`src/rtl/sw_cond_pkg.sv`:
```
// Shared definitions for the switch conditioning blocks.
//  state_t : debounce FSM states (settled low/high plus the two "checking" states)
//  dec_t   : decode of the synchronised contact pair {a_s, b_s}
//  decode(): maps the synchronised contacts onto dec_t
package sw_cond_pkg;

  typedef enum logic [1:0] {
    S_LOW    = 2'd0,
    S_CHK_HI = 2'd1,
    S_HIGH   = 2'd2,
    S_CHK_LO = 2'd3
  } state_t;

  // Contacts are active-low: a low asks for level 0, b low asks for level 1.
  typedef enum logic [1:0] {
    FAULT   = 2'b00,  // both throws closed at once: physically impossible, hold everything
    REQ_LO  = 2'b01,
    REQ_HI  = 2'b10,
    TRANSIT = 2'b11   // lever between throws
  } dec_t;

  function automatic dec_t decode(input logic a_s, input logic b_s);
    return dec_t'({a_s, b_s});
  endfunction

endpackage

```
`src/rtl/sync2.sv`:
```
// Two-flop synchroniser for one asynchronous input.
//  clk   : destination clock
//  rst   : asynchronous active-high reset, both flops load RST_VAL
//  d     : asynchronous input
//  q     : synchronised output (two clk edges of latency)
module sync2 #(
  parameter logic RST_VAL = 1'b1
) (
  input  logic clk,
  input  logic rst,
  input  logic d,
  output logic q
);

  logic meta_reg;

  always_ff @(posedge clk or posedge rst) begin
    if (rst) begin
      meta_reg <= RST_VAL;
      q        <= RST_VAL;
    end else begin
      meta_reg <= d;
      q        <= meta_reg;
    end
  end

endmodule

```
`src/rtl/spdt_debounce_sync.sv`:
```
// Debouncer for a single-pole double-throw push switch with active-low contacts.
// Both contacts are synchronised, decoded into a request, and a request must
// persist for STABLE_CYCLES consecutive edges before the output level moves.
//  clk     : single clock
//  rst     : asynchronous active-high reset
//  a       : contact A (low = released request)
//  b       : contact B (low = pressed request)
//  level_o : debounced level
//  rise_o  : one-cycle pulse when level_o goes 0->1
//  fall_o  : one-cycle pulse when level_o goes 1->0
//  fault_o : registered flag, high while both synchronised contacts are low
module spdt_debounce_sync
  import sw_cond_pkg::*;
#(
  parameter int STABLE_CYCLES = 16,
  parameter int CNT_W         = $clog2(STABLE_CYCLES + 1)
) (
  input  logic clk,
  input  logic rst,
  input  logic a,
  input  logic b,
  output logic level_o,
  output logic rise_o,
  output logic fall_o,
  output logic fault_o
);

  // A single-cycle filter skips the checking states entirely.
  localparam bit ONE_CYCLE = (STABLE_CYCLES == 1);
  localparam logic [CNT_W:0] STABLE_LIM = (CNT_W + 1)'(STABLE_CYCLES);

  logic a_s;
  logic b_s;
  dec_t dec;

  state_t           state_reg;
  logic [CNT_W-1:0] cnt_reg;
  logic [CNT_W:0]   cnt_inc;

  sync2 #(.RST_VAL(1'b1)) u_sync_a (.clk(clk), .rst(rst), .d(a), .q(a_s));
  sync2 #(.RST_VAL(1'b1)) u_sync_b (.clk(clk), .rst(rst), .d(b), .q(b_s));

  assign dec = decode(a_s, b_s);

  // One extra bit so the "would reach the limit" test cannot wrap.
  assign cnt_inc = {1'b0, cnt_reg} + {{CNT_W{1'b0}}, 1'b1};

  always_ff @(posedge clk or posedge rst) begin
    if (rst) begin
      state_reg <= S_LOW;
      cnt_reg   <= '0;
      level_o   <= 1'b0;
      rise_o    <= 1'b0;
      fall_o    <= 1'b0;
      fault_o   <= 1'b0;
    end else begin
      rise_o  <= 1'b0;
      fall_o  <= 1'b0;
      fault_o <= (dec == FAULT);

      case (state_reg)
        S_LOW: begin
          if (dec == REQ_HI) begin
            if (ONE_CYCLE) begin
              state_reg <= S_HIGH;
              cnt_reg   <= '0;
              level_o   <= 1'b1;
              rise_o    <= 1'b1;
            end else begin
              state_reg <= S_CHK_HI;
              cnt_reg   <= CNT_W'(1);
            end
          end
        end

        S_CHK_HI: begin
          case (dec)
            REQ_HI: begin
              if (cnt_inc >= STABLE_LIM) begin
                state_reg <= S_HIGH;
                cnt_reg   <= '0;
                level_o   <= 1'b1;
                rise_o    <= 1'b1;
              end else begin
                cnt_reg <= cnt_inc[CNT_W-1:0];
              end
            end
            REQ_LO: begin
              state_reg <= S_LOW;
              cnt_reg   <= '0;
            end
            TRANSIT: cnt_reg <= '0;
            default: ;  // FAULT: freeze the count until the contacts make sense again
          endcase
        end

        S_HIGH: begin
          if (dec == REQ_LO) begin
            if (ONE_CYCLE) begin
              state_reg <= S_LOW;
              cnt_reg   <= '0;
              level_o   <= 1'b0;
              fall_o    <= 1'b1;
            end else begin
              state_reg <= S_CHK_LO;
              cnt_reg   <= CNT_W'(1);
            end
          end
        end

        S_CHK_LO: begin
          case (dec)
            REQ_LO: begin
              if (cnt_inc >= STABLE_LIM) begin
                state_reg <= S_LOW;
                cnt_reg   <= '0;
                level_o   <= 1'b0;
                fall_o    <= 1'b1;
              end else begin
                cnt_reg <= cnt_inc[CNT_W-1:0];
              end
            end
            REQ_HI: begin
              state_reg <= S_HIGH;
              cnt_reg   <= '0;
            end
            TRANSIT: cnt_reg <= '0;
            default: ;
          endcase
        end

        default: begin
          state_reg <= S_LOW;
          cnt_reg   <= '0;
        end
      endcase
    end
  end

endmodule
```
`config.mk`:
```
export PLATFORM = sky130hd
export DESIGN_NAME = spdt_debounce_sync
export DESIGN_NICKNAME = d
export VERILOG_FILES = /design/src/rtl/sw_cond_pkg.sv /design/src/rtl/sync2.sv /design/src/rtl/spdt_debounce_sync.sv
export SDC_FILE = /design/constraint.sdc
export NUM_CORES = 1
export LEC_CHECK = 0
export CORE_MARGIN = 1
export CORE_UTILIZATION = 45
export CTS_CLUSTER_SIZE = 16
export DETAILED_ROUTE_END_ITERATION = 7
export GPL_ROUTABILITY_DRIVEN = 0
export PLACE_DENSITY_LB_ADDON = 0.3
export REMOVE_ABC_BUFFERS = 1
export SLEW_MARGIN = 10
export SYNTH_ARGS = -nofsm -noshare
export SYNTH_HDL_FRONTEND = slang
export SYNTH_SLANG_ARGS = --single-unit
export TNS_END_PERCENT = 30
```
`constraint.sdc`:
```
create_clock -name clk -period 3.01 [get_ports clk]
set_input_delay 0.602 -clock clk [delete_from_list [all_inputs] [get_ports clk]]
set_output_delay 0.602 -clock clk [all_outputs]
set_load 0.03 [all_outputs]
```
==> metrics.md, run 1 <==
| Metric | Value |
|---|---|
| Drt pass-1 iters | 4 |
| Internal power | 348 uW |
| Critical Path End Type | flip-flop |
| Hold_buf cts | 0 |
| Synthesis-stage register bit count | 15 |
| Post-cts sizing count | 0 |
| N_diodes | 0 |
| Post-DRT Antenna Nets | 0 |
| Post-Synthesis Cells | 66 |
| CP cell instances | ha_1 -> inv_1 -> mux4_2 -> or3_1 -> o21ai_1 |
| CP Class | flip-flop to flip-flop |
| Maximum vdd drop | about 0.00035 V |
| TritonCTS clock tree | done |
| Clk pwr share | 0.227 |
| PortBufs | 7 |
| CP Data Required Time | 3230 ps |
| Clk root buf | clkbuf_4 |
| Switching share of power | 0.318 |
| # rows | 14 |
| Area contributors post-synth | dfrtp_1, dfstp_2, ha_1, inv_1, mux4_2 |
| Final setup viols | 0 |
| Asr flop ratio synth | 1.00 |
| Commonest non-fill, non-tap cell in the layout | dfrtp_1 |
| Period utilization | 0.648 |
| PD cells | 596 nW/um^2 |
| Layout overhead on the synthesized area | 14.0% |
| Yosys warns | 0 |
| Outcome | finished clean |
| Largest net degree at the start of global routing | 16 |
| Gate power share | 0.245 |
| Syn_area_per_cell | 11.4 sq um |
| Reg-to-reg startpoint | u_sync_b.q$_DFF_PP1_ |
| Initial antenna violation count | 0 |
| Core Area | 1520 sq um |
| Setup bufs post-CTS | 0 |
| Worst path max stage delay | about 550 ps |
| Drc violations | 0 |
| TritonCTS buffer count | 3 |
| Total track usage | 0.153 |
| Num Clock Sinks | 15 |
| Flop2flop setup slack | approximately 1100 ps |
| Fin util | 0.562 |
| Top FF cell, synth | dfrtp_1 |
| Die ar. | roughly 1800 sq um |
| Final net count | 87 |
| # fillers | 129 |
| HPWL after detailed placement | around 870 um |
| Max-slew violations | 0 |
| Effective utilization at floorplan | 0.493 |
| CTS clk-pin slew, worst paths | 80 ps |
| DR vias | 527 |
| Worst Hold Path EP | u_sync_a.q$_DFF_PP1_ |
| Flop pwr share | 0.528 |
| Worst Hold Slack | around 360 ps |
| Min-Delay Path Class | flip-flop to flip-flop |
| First-pass GRT wire length | 1970 um |
| RSZ-0062 raised after global routing | no |
| Die X | 42.8 um |
| Worst Skew | around 2.1 ps |
| Ports | 8 |
| # Max-Cap Violations | 0 |
| EDFF count, synth | 0 |
| Average wire per cell in the routed design | 12.3 um |
| Synth top area share | 0.367 |
| Clock tree buffer depth | 2 |
| Largest register FFs | 5 |
| Grt ovf | 0 |
| Crit path max-delay family | flip-flops |
| Leak | around 0.37 nW |
| Most frequent cells in the layout | dfrtp_1, clkdlybuf4s50_1, nand2_1, inv_1, ha_1 |
| Share of cells above drive strength 1 | 0.171 |
| Tmin final | 1950 ps |
| Relative slew margins | 0.631 |
| Final Hold Viols | 0 |
| H-tree levels | 1 |
| P_sw | 162 uW |
| Starting DRT DRC Count | 11 |
| Worst Hold Depth | 0 |
| FF-to-FF path depth | 5 |
| Unique masters post-synth | 29 |
| Crit-path max FO | 9 |
| Startpoint types | flip-flop |
| Routed WL | 1130 um |
| Vias in the first global route | just under 500 |
| Buf+Inv Stages, Crit Path | 1 |
| Final setup TNS | 0 ps |
| Worst path slowest cell | dfstp_2 |
| Mapped cell area | 751 sq um |
| Seq/Total Area, Yosys | 0.507 |
| Hold Crit Start | u_sync_a.meta_reg$_DFF_PP1_ |
| Worst skew pair latency | 290 ps |
| Reg2reg end | cnt_reg[3]$_DFFE_PP0P_ |
| Yosys top cell by area | dfrtp_1 |
| Chip Height | 42.8 um |
| Worst-Margin Slew | 547 ps |
| Crit path arrival time | around 2200 ps |
| Fmax | 0.512 GHz |
| Via density | 5.73 |
[per-stage QoR]
| step | cell area (sq um) | power, mW | instances | setup slack, ps |
|---|---|---|---|---|
| 3_3_place_gp | 830 | 0.396 | 88 | 1100 |
| 4_1_cts | 856 | 0.515 | 92 | 1060 |
| 6_report | 856 | 0.510 | 92 | 1060 |
| 2_1_floorplan | 739 | 0.367 | 65 | 1170 |
| 3_5_place_dp | 830 | 0.399 | 88 | 1080 |
| 5_1_grt | 856 | 0.543 | 92 | 936 |
[power by group through the flow]
stage | registers [mW] | logic, mW | clock network (mW)
after floorplan | 0.266 | 0.101 | 0
after global placement | 0.272 | 0.124 | 0
after detailed placement | 0.273 | 0.127 | 0
after CTS | 0.269 | 0.127 | 0.120
after global routing | 0.276 | 0.141 | 0.126
final | 0.269 | 0.125 | 0.116
[cell type report]
class	instances	area (sq um)	area share
multi-input combinational	44	337	0.393
clock buffer	4	26.3	0.0307
tap	16	20.0	0.0234
timing repair buffer	7	70.1	0.0819
inverter	6	22.5	0.0263
sequential	15	380	0.444
[synth_stat cells (all sizes together), types with 2 or more instances]
cell,count
nand3,3
dfrtp,11
nand2,6
inv,6
and2,3
ha,6
a2111oi,2
dfstp,4
nor3,2
a211o,2
o21ai,5
[per-layer routing]
metal  share of wire  wire length, um  global-route usage
met5               0                0                   0
met4           0.046               52               0.150
met3           0.035               40              0.0255
met2            0.46              521               0.239
met1            0.46              517               0.171
[cells by family (layout without fill, tap and decap cells)]
| logic type | count (synthesis) | count (layout) | share of synthesized area |
|---|---|---|---|
| AOI/OAI and AO/OA | 15 | 15 | 0.148 |
| adders and majority gates | 6 | 6 | 0.100 |
| buffers and inverters | 7 | 17 | 0.0450 |
| DFF | 15 | 15 | 0.507 |
| muxes | 2 | 2 | 0.0450 |
| and+or+nand+nor | 21 | 21 | 0.155 |
[how the worst max path moves through the flow]
stage / start / end / slack, ps / cells after the start
after floorplan: u_sync_a.q$_DFF_PP1_ / cnt_reg[3]$_DFFE_PP0P_ / 1170 / 5
after global routing: u_sync_a.q$_DFF_PP1_ / cnt_reg[3]$_DFFE_PP0P_ / 940 / 5
after global placement: u_sync_a.q$_DFF_PP1_ / cnt_reg[3]$_DFFE_PP0P_ / 1100 / 5
after detailed placement: u_sync_a.q$_DFF_PP1_ / cnt_reg[3]$_DFFE_PP0P_ / 1080 / 5
final: u_sync_b.q$_DFF_PP1_ / cnt_reg[3]$_DFFE_PP0P_ / 1060 / 5
after CTS: u_sync_a.q$_DFF_PP1_ / cnt_reg[3]$_DFFE_PP0P_ / 1060 / 5
Note: power is estimated with default switching activity, not from simulation.
==> run 2: changes to the inputs <==
==> constraint.sdc (replaced) <==
create_clock -name clk -period 1.97 [get_ports clk]
set_input_delay 0.394 -clock clk [delete_from_list [all_inputs] [get_ports clk]]
set_output_delay 0.394 -clock clk [all_outputs]
set_load 0.03 [all_outputs]
==> run 2 against run 1 <==
  * Register-to-register slack worse by 1000 ps
  * Sequential share of layout area is 0.77 points lower
  * Critical path depth stayed put
  * Clock skew fell by 1.5 ps
  * Design area increased by 1.8%
  * Global-route usage up 1.9 points
  * First-iteration DRC count down 64%
  * Die area stayed put
  * Flip-flop and latch count stayed put
  * Sequential power grew 53%
  * Largest cell class unchanged
==> metrics.md, run 2 (synthesized netlist as in run 1, its figures left out) <==
| Metric | Value |
|---|---|
| Vias in the first global route | between 500 and 600 |
| CP Class | flip-flop to flip-flop |
| HPWL after detailed placement | between 900 and 1000 um |
| Flop pwr share | 0.510 |
| TritonCTS buffer count | 3 |
| GR Util met1 | 0.227 |
| Max-slew violations | 0 |
| Relative slew margins | 0.635 |
| Effective utilization at floorplan | 0.493 |
| FF-to-FF path depth | 5 |
| Average wire per cell in the routed design | 13.8 um |
| # Max-Cap Violations | 0 |
| Met3 Track Usage GR | 0.0383 |
| Startpoint types | flip-flop |
| Leak | 0.372 nW |
| Routed WL | roughly 1300 um |
| Buf+Inv Stages, Crit Path | 1 |
| # fillers | around 130 |
| Fmax | ~0.52 GHz |
| CP Data Required Time | 2200 ps |
| Clk root buf | clkbuf_4 |
| N_diodes | 0 |
| # rows | 14 |
| Chip Height | 42.8 um |
| Tmin final | between 1500 and 2000 ps |
| Worst skew pair latency | ~290 ps |
| Drt pass-1 iters | 4 |
| Final setup viols | 0 |
| Largest register FFs | 5 |
| Internal power | 545 uW |
| Met2 Use GR | 0.242 |
| Worst Hold Depth | 0 |
| Clk pwr share | 0.221 |
| First-pass GRT wire length | 2240 um |
| Maximum vdd drop | 0.000470 V |
| Fin util | 0.571 |
| Stages on worst setup path | 5 |
| Crit path max-delay family | compound AO/OA/AOI/OAI gates |
| Total track usage | 0.172 |
| Clock tree buffer depth | 2 |
| Area of the multi-input gates | about 340 sq um |
| Largest net degree at the start of global routing | 16 |
| Critical Path End Type | flip-flop |
| TritonCTS clock tree | done |
| H-tree levels | 1 |
| Crit-path max FO | 4 |
| CTS clk-pin slew, worst paths | 90 ps |
| Gate power share | 0.269 |
| Min-Delay Path Class | flip-flop to flip-flop |
| Commonest non-fill, non-tap cell in the layout | dfrtp_1 |
| Worst-Margin Slew | 547 ps |
| Period utilization | 0.978 |
| Final Hold Viols | 0 |
| Most frequent cells in the layout | dfrtp_1, clkdlybuf4s50_1, nand2_1, inv_1, ha_1 |
| Grt peak-use layer | met2 |
| Register area | 380 sq um |
| Drc violations | 0 |
| P_sw | 263 uW |
| Worst path slowest cell | dfstp_2 |
| Share of cells above drive strength 1 | 0.208 |
| Num Clock Sinks | 15 |
| Outcome | finished clean |
| Via density | approximately 5.7 |
| Final net count | 88 |
| Crit path arrival time | 2160 ps |
| Worst path max stage delay | 560 ps |
| PortBufs | 7 |
| Ports | 8 |
| RSZ-0062 raised after global routing | no |
| Die ar. | between 1500 and 2000 sq um |
| PD cells | 928 nW/um^2 |
| Layout overhead on the synthesized area | 16.0% |
| Core Area | 1520 sq um |
| Switching share of power | 0.326 |
| Worst Skew | 0.579 ps |
| Post-DRT Antenna Nets | 0 |
| Die X | between 40 and 50 um |
| Initial antenna violation count | 0 |
| DR vias | between 500 and 600 |
| Grt ovf | 0 |
| CP cell instances | inv_1 -> ha_1 -> mux2_2 -> a2111oi_0 -> o31a_2 |
| Starting DRT DRC Count | 4 |
| Final setup TNS | 0 ps |
-- run 2: cell types whose count changed in the layout (fill, tap and decap cells not counted) --
| cell | delta |
|---|---|
| ha_1 | -1 |
| buf_4 | +1 |
| nor3_1 | -1 |
| o21ai_0 | -1 |
| o21ai_1 | +1 |
| ha_2 | +1 |
| nor3_2 | +1 |
-- run 2: final cells by class --
type	instances	area share
sequential	15	0.437
multi-input combinational	44	0.395
timing repair buffer	8	0.0891
clock buffer	4	0.0302
inverter	6	0.0259
tap	16	0.0230
-- run 2: power by group through the flow --
stage          clock (mW)  combinational, mW  sequential [mW]
2_1_floorplan           0              0.154            0.406
3_3_place_gp            0              0.204            0.417
5_1_grt             0.201              0.241            0.422
6_report            0.179              0.217            0.412
3_5_place_dp            0              0.207            0.418
4_1_cts             0.184              0.208            0.411
-- run 2: through the flow --
| stage | cell area (sq um) | cells | hold slack [ps] | power (mW) | worst slack [ps] |
|---|---|---|---|---|---|
| after global placement | 837 | 89 | 346 | 0.621 | 126 |
| after floorplan | 739 | 65 | 293 | 0.560 | 128 |
| after CTS | 863 | 93 | 362 | 0.803 | 66.0 |
| final | 871 | 93 | 361 | 0.808 | 43.3 |
| after detailed placement | 837 | 89 | 350 | 0.624 | 86.7 |
| after global routing | 871 | 93 | 366 | 0.863 | 2.32 |
-- run 2: routing by layer --
layer,up-vias,routed length [um]
met3,5,44
li1,263,-
met5,-,0
met1,250,592
met2,14,610
met4,0,40
-- run 2: repair_timing --
action,4_1_cts,5_1_grt
endpoints found under the setup margin,0,5
resized for setup,0,3
hold buffers,0,0
setup buffers,0,0
-- run 2: final timing paths --
check | from | to | slack [ps]
worst max-delay path | u_sync_b.q$_DFF_PP1_ | cnt_reg[0]$_DFFE_PP0P_ | 40
worst min-delay path | u_sync_a.meta_reg$_DFF_PP1_ | u_sync_a.q$_DFF_PP1_ | 360
max in group asynchronous | rst | u_sync_b.q$_DFF_PP1_ | 1160
worst min register to register | u_sync_a.meta_reg$_DFF_PP1_ | u_sync_a.q$_DFF_PP1_ | 360
min in group asynchronous | rst | state_reg[0]$_DFFE_PP0P_ | 440
worst max register to register | u_sync_b.q$_DFF_PP1_ | cnt_reg[0]$_DFFE_PP0P_ | 40
==> run 3: changes to the inputs <==
==> constraint.sdc (replaced) <==
create_clock -name clk -period 2.4 [get_ports clk]
set_input_delay 0.48 -clock clk [delete_from_list [all_inputs] [get_ports clk]]
set_output_delay 0.48 -clock clk [all_outputs]
set_load 0.03 [all_outputs]
==> results of run 3 <==
The final DEF is identical to that of run 1. Status: finished clean.
Among the figures that moved: setup slack after placement 1080 ps -> 466 ps; setup slack after layout 1060 ps -> 449 ps; register-to-register setup slack 1060 ps -> 450 ps; total power 0.510 mW -> 0.640 mW; worst IR drop on VDD 0.000350 V -> 0.000439 V
